<file path="src/rtl/dmem_arb_pkg.sv">
// Shared constants and types for the data-memory arbiter and its round-robin core.
// The request error helper is only referenced when DMEM_ARB_ADDR_CHK_EN is defined.
package dmem_arb_pkg;

  localparam int XLEN            = 32;
  localparam int BYTE_WIDTH      = 8;
  localparam int DMEM_MEM_SIZE   = 1024;
  localparam int DMEM_ARB_N_REQ  = 2;
  localparam int STRB_W          = XLEN / BYTE_WIDTH;
  localparam int DMEM_ADDR_LIMIT = DMEM_MEM_SIZE * STRB_W;
  localparam int CHK_W           = XLEN + 1;

  typedef enum logic {
    RR_PORT0 = 1'b0,
    RR_PORT1 = 1'b1
  } rr_port_e;

  typedef struct packed {
    logic              we;
    logic [XLEN-1:0]   addr;
    logic [XLEN-1:0]   wdata;
    logic [STRB_W-1:0] wstrb;
  } dmem_req_t;

  typedef struct packed {
    logic [XLEN-1:0] rdata;
    logic            err;
  } dmem_resp_t;

  // Out of range, or the first strobed byte not aligned to the access size.
  function automatic logic req_err(input dmem_req_t r, input int unsigned limit);
    logic [CHK_W-1:0] end_addr;
    logic [2:0]       cnt;
    logic [1:0]       low;
    logic             found;
    logic [2:0]       ofs;
    logic             mis;
    end_addr = {1'b0, r.addr} + CHK_W'(STRB_W);
    cnt      = '0;
    low      = '0;
    found    = 1'b0;
    for (int unsigned i = 0; i < STRB_W; i++) begin
      if (r.wstrb[i]) begin
        cnt = cnt + 3'd1;
        if (!found) begin
          low   = 2'(i);
          found = 1'b1;
        end
      end
    end
    ofs = {1'b0, r.addr[1:0]} + {1'b0, low};
    if (r.we) begin
      mis = (cnt != 3'd0) && ((ofs % cnt) != 3'd0);
    end else begin
      mis = (r.addr[1:0] != 2'b00);
    end
    return (end_addr > CHK_W'(limit)) || mis;
  endfunction

endpackage

</file>
<file path="src/rtl/dmem_arb_rr_arb2.sv">
// Two-input round-robin arbiter: on contention the port that did not win last gets the grant.
// last_grant only moves when a grant is actually taken.
module rr_arb2
  import dmem_arb_pkg::*;
(
  input  logic       i_clk,
  input  logic       i_rst,
  input  logic [1:0] i_req,
  input  logic       i_advance,
  output logic [1:0] o_gnt
);

  rr_port_e last_grant_q, last_grant_d;

  always_comb begin
    o_gnt        = 2'b00;
    last_grant_d = last_grant_q;
    if (i_req == 2'b11) begin
      o_gnt = (last_grant_q == RR_PORT1) ? 2'b01 : 2'b10;
    end else begin
      o_gnt = i_req;
    end
    if (i_advance && (o_gnt != 2'b00)) begin
      last_grant_d = o_gnt[1] ? RR_PORT1 : RR_PORT0;
    end
  end

  always_ff @(posedge i_clk or posedge i_rst) begin
    if (i_rst) begin
      last_grant_q <= RR_PORT1;
    end else begin
      last_grant_q <= last_grant_d;
    end
  end

endmodule

</file>
<file path="src/rtl/dmem_arb.sv">
// Two-port round-robin arbiter/sequencer in front of dmem with registered per-port responses.
// Define DMEM_ARB_ADDR_CHK_EN to flag out-of-range or misaligned requests via o_resp_err.
module dmem_arb
  import dmem_arb_pkg::*;
#(
  parameter int N_REQ      = DMEM_ARB_N_REQ,
  parameter int DATA_WIDTH = XLEN,
  parameter int ADDR_LIMIT = DMEM_ADDR_LIMIT
) (
  input  logic                                     i_clk,
  input  logic                                     i_rst,
  input  logic [N_REQ-1:0]                         i_req_valid,
  output logic [N_REQ-1:0]                         o_req_ready,
  input  logic [N_REQ-1:0]                         i_req_we,
  input  logic [N_REQ*XLEN-1:0]                    i_req_addr,
  input  logic [N_REQ*DATA_WIDTH-1:0]              i_req_wdata,
  input  logic [N_REQ*(DATA_WIDTH/BYTE_WIDTH)-1:0] i_req_wstrb,
  output logic [N_REQ-1:0]                         o_resp_valid,
  input  logic [N_REQ-1:0]                         i_resp_ready,
  output logic [N_REQ*DATA_WIDTH-1:0]              o_resp_rdata,
  output logic [N_REQ-1:0]                         o_resp_err,
  output logic                                     o_mem_we,
  output logic [XLEN-1:0]                          o_mem_addr,
  output logic [DATA_WIDTH-1:0]                    o_mem_wdata,
  output logic [(DATA_WIDTH/BYTE_WIDTH)-1:0]       o_mem_wstrb,
  input  logic [DATA_WIDTH-1:0]                    i_mem_rdata
);

  localparam int SW = DATA_WIDTH / BYTE_WIDTH;

  dmem_req_t         req [N_REQ];
  dmem_req_t         win;
  logic              win_err;
  logic [N_REQ-1:0]  slot_free;
  logic [N_REQ-1:0]  elig;
  logic [1:0]        gnt;
  logic [N_REQ-1:0]  grant;
  logic              any_gnt;
  logic              sel;

  dmem_resp_t        resp_q [N_REQ];
  dmem_resp_t        resp_d [N_REQ];
  logic [N_REQ-1:0]  resp_valid_q, resp_valid_d;

  always_comb begin
    for (int unsigned p = 0; p < N_REQ; p++) begin
      req[p].we    = i_req_we[p];
      req[p].addr  = i_req_addr[p*XLEN +: XLEN];
      req[p].wdata = i_req_wdata[p*DATA_WIDTH +: DATA_WIDTH];
      req[p].wstrb = i_req_wstrb[p*SW +: SW];
    end
  end

  // A slot being drained this cycle can accept the next request immediately.
  assign slot_free = ~resp_valid_q | i_resp_ready;
  assign elig      = i_req_valid & slot_free;

  rr_arb2 u_rr_arb2 (
    .i_clk     (i_clk),
    .i_rst     (i_rst),
    .i_req     (elig),
    .i_advance (any_gnt),
    .o_gnt     (gnt)
  );

  assign grant   = i_rst ? '0 : gnt;
  assign any_gnt = |grant;
  assign sel     = grant[1];

  always_comb begin
    win = '0;
    if (any_gnt) begin
      win = req[sel];
    end
  end

`ifdef DMEM_ARB_ADDR_CHK_EN
  assign win_err = any_gnt && req_err(win, ADDR_LIMIT);
`else
  assign win_err = 1'b0;
`endif

  always_comb begin
    o_mem_we    = win.we & ~win_err;
    o_mem_addr  = win.addr;
    o_mem_wdata = win.wdata;
    o_mem_wstrb = win_err ? '0 : win.wstrb;
  end

  always_comb begin
    resp_valid_d = resp_valid_q;
    resp_d       = resp_q;
    for (int unsigned p = 0; p < N_REQ; p++) begin
      if (grant[p]) begin
        resp_valid_d[p]  = 1'b1;
        resp_d[p].rdata  = (win.we || win_err) ? '0 : i_mem_rdata;
        resp_d[p].err    = win_err;
      end else if (i_resp_ready[p]) begin
        resp_valid_d[p]  = 1'b0;
      end
    end
  end

  always_ff @(posedge i_clk or posedge i_rst) begin
    if (i_rst) begin
      resp_valid_q <= '0;
      for (int unsigned p = 0; p < N_REQ; p++) begin
        resp_q[p] <= '0;
      end
    end else begin
      resp_valid_q <= resp_valid_d;
      for (int unsigned p = 0; p < N_REQ; p++) begin
        resp_q[p] <= resp_d[p];
      end
    end
  end

  always_comb begin
    o_req_ready  = grant;
    o_resp_valid = resp_valid_q;
    o_resp_rdata = '0;
    o_resp_err   = '0;
    for (int unsigned p = 0; p < N_REQ; p++) begin
      o_resp_rdata[p*DATA_WIDTH +: DATA_WIDTH] = resp_q[p].rdata;
      o_resp_err[p]                            = resp_q[p].err;
    end
  end

endmodule
</file>
<file path="config.mk">
export PLATFORM = sky130hd
export DESIGN_NAME = dmem_arb
export DESIGN_NICKNAME = d
export VERILOG_FILES = /design/src/rtl/dmem_arb_pkg.sv /design/src/rtl/dmem_arb_rr_arb2.sv /design/src/rtl/dmem_arb.sv
export SDC_FILE = /design/constraint.sdc
export NUM_CORES = 1
export LEC_CHECK = 0
export ABC_AREA = 1
export ABC_CLOCK_PERIOD_IN_PS = 2100
export CORE_AREA = 3 3 121 123
export CTS_CLUSTER_SIZE = 40
export DETAILED_ROUTE_END_ITERATION = 6
export DIE_AREA = 0 0 124 126
export PLACE_DENSITY = 0.7
export SYNTH_ARGS = -nofsm -noshare
export SYNTH_HDL_FRONTEND = slang
export SYNTH_HIERARCHICAL = 1
export SYNTH_SLANG_ARGS = --single-unit
</file>
<file path="constraint.sdc">
create_clock -name i_clk -period 2.1 [get_ports i_clk]
set_input_delay 0.315 -clock i_clk [delete_from_list [all_inputs] [get_ports i_clk]]
set_output_delay 0.315 -clock i_clk [all_outputs]
set_load 0.005 [all_outputs]
</file>
==> flow_summary_export.csv, run 1 <==
group,metric,value,unit
sta,worstMarginPinSlew,0.5678,ns
place,dp_cells,1012,
sta,slew_headroom,62.15,%
place,gp_congestion,0.8629,
critical_path,crit_arrival,2.08,ns
synth,syn_area,3731,um2
floorplanning,fp.dieW,124,um
clocking,cts_num_sinks,67,
sta,fin_ws,-0.2946,ns
clocking,clock_latency,0.33,ns
global_routing,busiest_layer,"met2",
global_routing,grt_max_degree,45,
cells_and_area,area_growth,133.2,%
cells_and_area,drive_above_1_share,33.22,%
global_routing,grt_pass1_wl,29.38,mm
place,port_buffers,312,
global_routing,grtUsageMet2,40.85,%
cells_and_area,postLayoutCoreUtil,63.17,%
clocking,cts_tree,"done",
global_routing,grt_remaining_overflow,0,
cells_and_area,instances_no_fill,1089,
sta,fin_crit,2.395,ns
status,status,"finished with violations",
power_and_ir_drop,ir_drop,708.4,uV
power_and_ir_drop,cellLeakagePower,0.004013,uW
critical_path,critPathRequiredTime,1.78,ns
sta,post-route-period-util,114.0,%
sta,timing.fmax,0.4176,GHz
place,dpl-instance-area,7128,um2
drt,wl_per_cell,19.14,um
floorplanning,rows,43,
global_routing,use_met3,7.948,%
sta,finalMaxSlewViolations,0,
status,violations,"setup timing",
cells_and_area,insertedDiodeCount,0,
sta,rsz0062_at_grt,"true",
global_routing,grt_usage,24.50,%
synth,ys_ff_latch,67,
clocking,clkTransAtPathRegs,0.05,ns
drt,vias,5145,
clocking,clk_path_buf_depth,2,
cells_and_area,final_nets,1080,
drt,drt_iter0_drc,295,
drt,wirelength,20.84,mm
power_and_ir_drop,p_per_area,845.6,nW/um2
drt,first_pass_iters,4,
cells_and_area,finalInstanceArea,8701,um2
floorplanning,die-height,126,um
floorplanning,coreArea,13770,um2
drt,via_per_inst,4.725,
critical_path,end_kind,"output pin",
clocking,htreeDepth,3,
sta,finalSetupViolCount,70,
drt,ant_nets,0,
clocking,root_buffer,"clkbuf_16",
place,dp_hpwl,13.32,mm
synth,netlist_instances,534,
floorplanning,dieArea,15620,um2
global_routing,antenna_found_initial,0,
critical_path,start_kind,"input pin",
sta,finClkSkew,0.006472,ns
critical_path,critPathKind,"input pin to output pin",
global_routing,first_global_vias,5142,
clocking,cts_buffers,9,
synth,syn_area_per_cell,6.987,um2
synth,yosysSeqAreaShare,44.97,%
critical_path,crit_fanout,6,
drt,drc,0,
job,cap_viol_max_count,0,
sta,hold_viol,0,
clocking,postCtsHoldBufs,0,
floorplanning,start_util,27.09,%
floorplanning,io_pins,315,
global_routing,gr-usage-met1,29.98,%
synth,synth_cell_type_count,19,
synth,ys_warn_count,6,
hold_path,hp-class,"input pin to flop",
==> worst max-delay path: stages <==
cell and delay [ns]:
clkdlybuf4s50_1 0.47, o21a_1 0.16, a21boi_4 0.27, nand2_8 0.11, buf_6 0.16, buf_16 0.13
buf_6 0.11, o21ai_4 0.16, nor2_1 0.06, buf_2 0.13
==> synthesized netlist by cell type <==
| master | number | area share [%] |
|---|---|---|
| conb_1 | 1 | 0.10 |
| o21ai_1 | 67 | 9.0 |
| nand3_1 | 66 | 8.9 |
| inv_1 | 8 | 0.80 |
| o21ai_0 | 3 | 0.40 |
| nand2_4 | 3 | 0.91 |
| o21a_1 | 2 | 0.40 |
| nor2_1 | 136 | 14 |
| a21boi_0 | 1 | 0.20 |
| nand2_1 | 132 | 13 |
| buf_6 | 5 | 1.5 |
| clkbuf_1 | 12 | 1.2 |
| nand3_2 | 1 | 0.27 |
| buf_4 | 6 | 1.2 |
| dfstp_2 | 1 | 0.70 |
| buf_2 | 21 | 2.8 |
| dfrtp_1 | 66 | 44 |
| a21boi_1 | 1 | 0.20 |
| inv_2 | 2 | 0.20 |
==> state kept, by name, indices dropped and copies added (netlist names) <==
| name | count |
|---|---|
| o_resp_rdata | 64 |
| o_resp_valid | 2 |
| u_rr_arb2/last_grant_q | 1 |
==> worst paths after layout <==
path | startpoint | endpoint | slack (ns) | depth (start not counted)
max reg2reg | o_resp_valid[0]$_DFFE_PP0P_ | o_resp_rdata[13]$_DFFE_PP0P_ | 0.02 | 13
min reg2reg | o_resp_rdata[47]$_DFFE_PP0N_ | o_resp_rdata[47]$_DFFE_PP0N_ | 0.48 | 2
max in group asynchronous | i_rst | o_resp_rdata[40]$_DFFE_PP0N_ | 1.11 | 3
max | i_req_valid[1] | o_mem_addr[13] | -0.29 | 10
min in group asynchronous | i_rst | u_rr_arb2/last_grant_q$_DFFE_PP1P_ | 0.37 | 2
min | i_resp_ready[0] | o_resp_valid[0]$_DFFE_PP0P_ | 0.27 | 2
==> final cells by class <==
cell class,count,area [um2]
clock inverters,4,72.57
repair buffers,401,4056
flip-flops and latches,67,1678
repair inverters,1,16.27
multi-input cells,414,2330
clock buffers,12,256.5
fillers,1211,5072
inverters,10,66.31
well taps,180,225.2
==> routing by layer <==
metal  vias to the layer above  wire length, um
li1                       2451                -
met1                      2411             8247
met2                       246            10080
met3                        37             1942
met4                         0              573
met5                         -                0
==> through the flow <==
stage | TNS, ns | hold slack, ns | setup WS, ns | power (uW)
2_1_floorplan | 0 | 0.2047 | 0.1653 | 3003
3_3_place_gp | -64.64 | 0.4615 | -0.7684 | 4987
3_5_place_dp | -65.40 | 0.4646 | -0.7859 | 5002
4_1_cts | -16.49 | 0.3546 | -0.3088 | 7176
5_1_grt | -23.44 | 0.2665 | -0.3840 | 7760
6_report | -16.33 | 0.2691 | -0.2946 | 7358
==> report_power, final <==
| part | internal (uW) | leakage (uW) | switching, uW |
|---|---|---|---|
| logic | 2130 | 0.00301 | 1580 |
| registers | 1740 | 0.000843 | 261 |
| clock network | 1100 | 0.000159 | 544 |
==> placed cells by master (no fill, tap or decap), drive strengths merged, types with 2 or more instances in the layout <==
master           n
a21boi           2
buf            155
bufinv           2
clkbuf          16
clkdlybuf4s50  239
clkinv           3
conb             2
dfrtp           66
inv              9
nand2          135
nand3           67
nor2           136
o21a             2
o21ai           70
==> repair_timing <==
action	in CTS	in global routing
buffers inserted	34	19
gates resized for setup	385	109
pin swaps	33	38
gates cloned	16	5
endpoints found under the setup margin	117	135
==> kinds of logic (layout without fill, tap and decap cells) <==
| group | after synthesis | in the layout | share of synthesized area (%) |
|---|---|---|---|
| simple gates | 338 | 338 | 36.99 |
| buf+inv | 54 | 428 | 7.746 |
| compound gates | 74 | 74 | 10.19 |
| flops | 67 | 67 | 44.97 |
| other cells | 1 | 2 | 0.1005 |
Note: power is estimated with default switching activity, not from simulation.
==> run 2, diff against run 1 <==
--- a/config.mk
+++ b/config.mk
@@ -7,11 +7,12 @@
 export LEC_CHECK = 0
 export ABC_AREA = 1
 export ABC_CLOCK_PERIOD_IN_PS = 2100
-export CORE_AREA = 3 3 121 123
+export CORE_AREA = 2 2 124 126
 export CTS_CLUSTER_SIZE = 40
 export DETAILED_ROUTE_END_ITERATION = 6
-export DIE_AREA = 0 0 124 126
-export PLACE_DENSITY = 0.7
+export DIE_AREA = 0 0 126 128
+export PLACE_DENSITY = 0.66
+export SLEW_MARGIN = 20
 export SYNTH_ARGS = -nofsm -noshare
 export SYNTH_HDL_FRONTEND = slang
 export SYNTH_HIERARCHICAL = 1
==> run 2 against run 1 <==
The flow still finishes with violations (setup timing). Sequential power about the same. Clock-buffer cell count did not move. Utilization fell by 3.9 points. Largest power group unchanged. Highest routed layer unchanged. Clock skew grew 0.0019 ns. Critical endpoint is now o_mem_wdata[20]. Routed wire length is 1.9% lower. Critical path type unchanged. Critical path depth increased by 3. Hold slack got worse by 0.0056 ns.
==> flow_summary_export.csv, run 2 (synthesized netlist as in run 1, its figures left out) <==
group,metric,value,unit
drt,vias,5099,
sta,hold_viol,0,
clocking,root_buffer,"clkbuf_16",
floorplanning,fp.dieW,126,um
power_and_ir_drop,cellLeakagePower,0.004034,uW
critical_path,end_kind,"output pin",
drt,wl_per_cell,18.75,um
sta,fin_ws,-0.3020,ns
place,dp_hpwl,12.63,mm
clocking,cts_num_sinks,67,
sta,fin_crit,2.402,ns
drt,ant_nets,0,
drt,first_pass_iters,4,
power_and_ir_drop,p_per_area,834.3,nW/um2
sta,slew_headroom,61.00,%
sta,rsz0062_at_grt,"true",
clocking,clock_latency,0.33,ns
cells_and_area,drive_above_1_share,34.52,%
floorplanning,die-height,128,um
power_and_ir_drop,ir_drop,660.7,uV
clocking,htreeDepth,3,
cells_and_area,final_nets,1072,
global_routing,grt_usage,22.55,%
floorplanning,rows,45,
job,cap_viol_max_count,0,
drt,drt_iter0_drc,284,
global_routing,grt_pass1_wl,28.31,mm
floorplanning,coreArea,14860,um2
clocking,cts_buffers,9,
status,violations,"setup timing",
cells_and_area,layout_commonest_cell,"clkdlybuf4s50_1",
sta,finalMaxSlewViolations,0,
critical_path,start_kind,"input pin",
drt,wirelength,20.44,mm
floorplanning,io_pins,315,
clocking,cts_tree,"done",
sta,post-route-period-util,114.4,%
hold_path,hp-class,"input pin to flop",
cells_and_area,postLayoutCoreUtil,59.25,%
floorplanning,start_util,25.10,%
critical_path,crit_fanout,6,
drt,drc,0,
sta,tns,-15.77,ns
global_routing,grt_remaining_overflow,0,
cells_and_area,largest_reg_flops,64,
global_routing,grt_max_degree,45,
sta,timing.fmax,0.4163,GHz
global_routing,antenna_found_initial,1,
drt,via_per_inst,4.678,
status,status,"finished with violations",
critical_path,critPathRequiredTime,1.78,ns
clocking,clk_path_buf_depth,2,
place,dp_slack,-0.7693,ns
place,port_buffers,312,
sta,worstMarginPinSlew,0.5850,ns
critical_path,r2r_slack,-0.08,ns
place,gp_congestion,0.8516,
cells_and_area,most-common-layout-cells,"240 x clkdlybuf4s50_1, 128 x nand2_1, 119 x nor2_1",
sta,finClkSkew,0.008337,ns
sta,finalSetupViolCount,91,
cells_and_area,area_growth,136.0,%
critical_path,critPathKind,"input pin to output pin",
critical_path,crit_arrival,2.09,ns
floorplanning,dieArea,16130,um2
global_routing,first_global_vias,4875,
clocking,clkTransAtPathRegs,0.05,ns
## run 2: cell count changes in the layout (fill, tap and decap cells not counted), moves of 8 or more
cell     previous run  this run
nand3_2            42        62
nor2_1            109       119
buf_4              35        26
nand3_1            23         2
o21ai_2            33        41
o21ai_1            31        23
## run 2: report_power, final
part	internal [uW]	total [uW]	switching, uW
clock network	1010	1570	555
logic	2190	3790	1610
registers	1740	1990	250
## run 2: final timing paths
path | startpoint | endpoint | cells past startpoint
worst max-delay path | i_req_valid[1] | o_mem_wdata[20] | 13
worst min-delay path | i_resp_ready[0] | o_resp_valid[0]$_DFFE_PP0P_ | 2
worst max register to register | o_resp_valid[0]$_DFFE_PP0P_ | o_resp_rdata[4]$_DFFE_PP0P_ | 15
worst min register to register | o_resp_rdata[54]$_DFFE_PP0N_ | o_resp_rdata[54]$_DFFE_PP0N_ | 2
max in group asynchronous | i_rst | o_resp_rdata[33]$_DFFE_PP0N_ | 4
min in group asynchronous | i_rst | u_rr_arb2/last_grant_q$_DFFE_PP1P_ | 2
## run 2: what timing repair did
action,CTS,global route
gates cloned,12,13
pin swaps,18,58
buffers inserted,28,6
resized for setup,359,118
hold buffers,0,0
endpoints found under the setup margin,96,135
## run 2: layout make-up
cell class                      instances  area [um2]
Sequential cell                        67        1678
Clock buffer                           12       266.5
Clock inverter                          4       47.55
Tap cell                              188       235.2
Antenna cell                            1       2.502
Timing Repair Buffer                  394        4125
Inverter                               10       52.55
Multi-Input combinational cell        414        2400
Fill cell                            1340        6057
## run 2: through the flow
stage	hold slack, ns	cells	cell area, um2	power (uW)
6_report	0.2634	1090	8807	7348
3_5_place_dp	0.4640	1017	7151	5017
3_3_place_gp	0.4613	1017	7151	5004
2_1_floorplan	0.2047	535	3737	3003
4_1_cts	0.3285	1072	8044	7037
5_1_grt	0.2679	1090	8807	7746
## run 2: routing by layer
layer | up-vias | share of wire, % | track usage [%]
met3 | 28 | 7.6 | 6.177
met5 | - | 0 | 0
met2 | 230 | 47 | 35.20
met1 | 2395 | 43 | 29.77
met4 | 0 | 2.4 | 8.856
li1 | 2446 | - | -
## run 2: worst max-delay path, stage by stage
cell,delay (ns)
clkdlybuf4s50_1,0.46
o21a_1,0.14
a21boi_2,0.17
buf_6,0.13
nand2_8,0.09
nand2_8,0.08
buf_12,0.11
buf_12,0.10
buf_8,0.10
buf_6,0.09
o21ai_2,0.04
nor2_1,0.10
buf_2,0.14
==> run 3, diff against run 2 <==
--- a/config.mk
+++ b/config.mk
@@ -7,11 +7,14 @@
 export LEC_CHECK = 0
 export ABC_AREA = 1
 export ABC_CLOCK_PERIOD_IN_PS = 2100
-export CORE_AREA = 2 2 124 126
+export CELL_PAD_IN_SITES_DETAIL_PLACEMENT = 1
+export CELL_PAD_IN_SITES_GLOBAL_PLACEMENT = 2
+export CORE_ASPECT_RATIO = 1.5
+export CORE_UTILIZATION = 13
 export CTS_CLUSTER_SIZE = 40
 export DETAILED_ROUTE_END_ITERATION = 6
-export DIE_AREA = 0 0 126 128
-export PLACE_DENSITY = 0.66
+export MAX_ROUTING_LAYER = met4
+export PLACE_DENSITY = 0.72
 export SLEW_MARGIN = 20
 export SYNTH_ARGS = -nofsm -noshare
 export SYNTH_HDL_FRONTEND = slang
==> run 3 against run 2 <==
The flow still finishes with violations (setup timing). Utilization decreased by 27 points. Combinational power increased by 4%. Sequential power about the same. Maximum frequency decreased by 2.1%. Clock skew decreased by 0.0037 ns. Routed wire length increased by 21%. Clock power decreased by 3%. Via count increased by 2.5%. Clock-buffer cell count decreased by 1. Global-route usage decreased by 6.8 points. Largest cell class unchanged.
==> flow_summary_export.csv, run 3 (synthesized netlist as in run 1, its figures left out) <==
group,metric,value,unit
status,status,"finished with violations",
status,violations,"setup timing",
global_routing,grt_usage,15.76,%
sta,post-route-period-util,116.9,%
power_and_ir_drop,p_per_area,820.6,nW/um2
critical_path,start_kind,"flop",
global_routing,grt_remaining_overflow,0,
sta,fin_ws,-0.3539,ns
clocking,htreeDepth,3,
power_and_ir_drop,ir_drop,420.7,uV
floorplanning,dieArea,29400,um2
critical_path,critPathRequiredTime,1.78,ns
sta,fin_crit,2.454,ns
cells_and_area,most-common-layout-cells,"239 x clkdlybuf4s50_1, 127 x nand2_1, 124 x nor2_1",
clocking,clock_latency,0.34,ns
place,dpl-instance-area,7378,um2
floorplanning,start_util,13.30,%
drt,drt_iter0_drc,82,
critical_path,critPathTopFamily,"buffers and inverters",
cells_and_area,layout_commonest_cell,"clkdlybuf4s50_1",
drt,wl_per_cell,19.68,um
critical_path,end_kind,"output pin",
sta,finalSetupViolCount,134,
clocking,clkTransAtPathRegs,0.06,ns
critical_path,cp.buffers_inverters,6,
power_and_ir_drop,cellLeakagePower,0.004096,uW
cells_and_area,finalInstanceArea,9087,um2
drt,wirelength,24.74,mm
critical_path,cpMaxStageDelayCell,"dfrtp_1",
global_routing,grt_max_degree,65,
floorplanning,die-height,209.5,um
clocking,root_buffer,"clkbuf_16",
clocking,clk_path_buf_depth,2,
drt,drc,0,
floorplanning,rows,75,
global_routing,grt_pass1_wl,33.35,mm
sta,hold_viol,0,
sta,rsz0062_at_grt,"true",
critical_path,crit_chain,"inv_2 > o21a_4 > a21boi_4 > nand2_8 > nand2_8 > buf_12 > buf_12 > clkbuf_16 > buf_6 > o21ai_2 > nor2_1 > buf_2",
drt,first_pass_iters,4,
sta,finClkSkew,0.004634,ns
drt,via_per_inst,4.156,
place,port_buffers,312,
job,cap_viol_max_count,0,
critical_path,critical_path.max_stage_delay,0.36,ns
clocking,cts_num_sinks,67,
sta,timing.fmax,0.4075,GHz
clocking,cts_tree,"done",
global_routing,first_global_vias,5291,
global_routing,antenna_found_initial,2,
clocking,cts_buffers,9,
cells_and_area,largest_reg_flops,64,
cells_and_area,drive_above_1_share,35.09,%
hold_path,hp-class,"input pin to flop",
clocking,postCtsHoldBufs,0,
floorplanning,coreArea,28060,um2
critical_path,crit_arrival,2.14,ns
critical_path,crit_fanout,5,
cells_and_area,final_nets,1080,
drt,vias,5224,
floorplanning,io_pins,315,
place,gp_congestion,0.8233,
critical_path,critPathKind,"flop to output pin",
cells_and_area,area_growth,143.6,%
drt,ant_nets,0,
sta,slew_headroom,51.22,%
sta,tns,-22.40,ns
sta,finalMaxSlewViolations,0,
floorplanning,fp.dieW,140.3,um
place,dp_hpwl,15.46,mm
sta,worstMarginPinSlew,0.7317,ns
==> run 3: cell count changes in the layout (fill, tap and decap cells not counted), sizes merged <==
cell	previous run	this run
diode	1	2
buf	139	148
clkdlybuf4s50	240	239
dlymetal6s2s	1	2
clkbuf	23	22
clkinv	3	4
dlygate4sd2	1	0
clkdlybuf4s15	2	1
bufbuf	0	1
==> run 3: worst register-to-register path, cell delays in order, from the launching register on <==
cell and delay, ns:
dfrtp_1 0.36, inv_2 0.05, o21a_4 0.24, a21boi_4 0.24, nand2_8 0.12, nand2_8 0.11, buf_12 0.11, buf_12 0.10
buf_4 0.11, buf_8 0.10, nand3_4 0.08, buf_12 0.17, clkbuf_16 0.19, nand3_2 0.07, nand2_1 0.06
==> run 3: cell type report <==
cell class	count	area, um2
fillers	3234	18970
repair buffers	402	4183
multi-input cells	414	2439
flip-flops and latches	67	1678
well taps	346	432.9
clock buffers	11	242.7
inverters	10	55.05
clock inverters	5	52.55
diodes	2	5.005
==> run 3: layer usage <==
metal	global-route usage (%)	part of all wire, %	vias up
met5	-	0	-
met4	7.200	3.9	0
met3	4.312	6.9	46
met2	28.17	53	238
met1	15.88	36	2489
li1	-	-	2451
==> run 3: per-stage QoR <==
step	hold WS [ns]	worst slack, ns	std cells	util, %	total power, uW
global placement	0.4613	-0.9224	1182	26.30	5100
global route	0.2557	-0.4449	1257	32.39	7921
CTS	0.3635	-0.4502	1232	29.49	7206
floorplan	0.2047	0.1653	535	-	3003
detailed placement	0.4642	-0.9353	1182	26.30	5120
finish	0.2447	-0.3539	1257	32.39	7457
==> run 3: where the power goes <==
group / switching [uW] / internal [uW]
combinational: 1700 / 2240
clock: 584 / 945
sequential: 257 / 1740
total: 2540 / 4920
==> run 3: repair_timing <==
action | 4_1_cts | 5_1_grt
cloned | 13 | 13
gates resized for setup | 363 | 130
hold endpoints to repair | 0 | 0
pin swaps | 27 | 53
endpoints found under the setup margin | 135 | 135
buffers inserted | 23 | 17
==> run 3: worst paths after layout <==
kind                                              start                                  to  slack (ns)  depth (start not counted)
setup / recovery            o_resp_valid[0]$_DFFE_PP0P_                     o_mem_wdata[23]       -0.35                         12
hold / removal                          i_resp_ready[0]         o_resp_valid[0]$_DFFE_PP0P_        0.24                          2
setup reg to reg            o_resp_valid[0]$_DFFE_PP0P_         o_resp_rdata[5]$_DFFE_PP0P_       -0.10                         14
hold reg to reg            o_resp_rdata[17]$_DFFE_PP0P_        o_resp_rdata[17]$_DFFE_PP0P_        0.47                          2
max in group asynchronous                         i_rst        o_resp_rdata[63]$_DFFE_PP0N_        0.92                          3
min in group asynchronous                         i_rst  u_rr_arb2/last_grant_q$_DFFE_PP1P_        0.38                          2
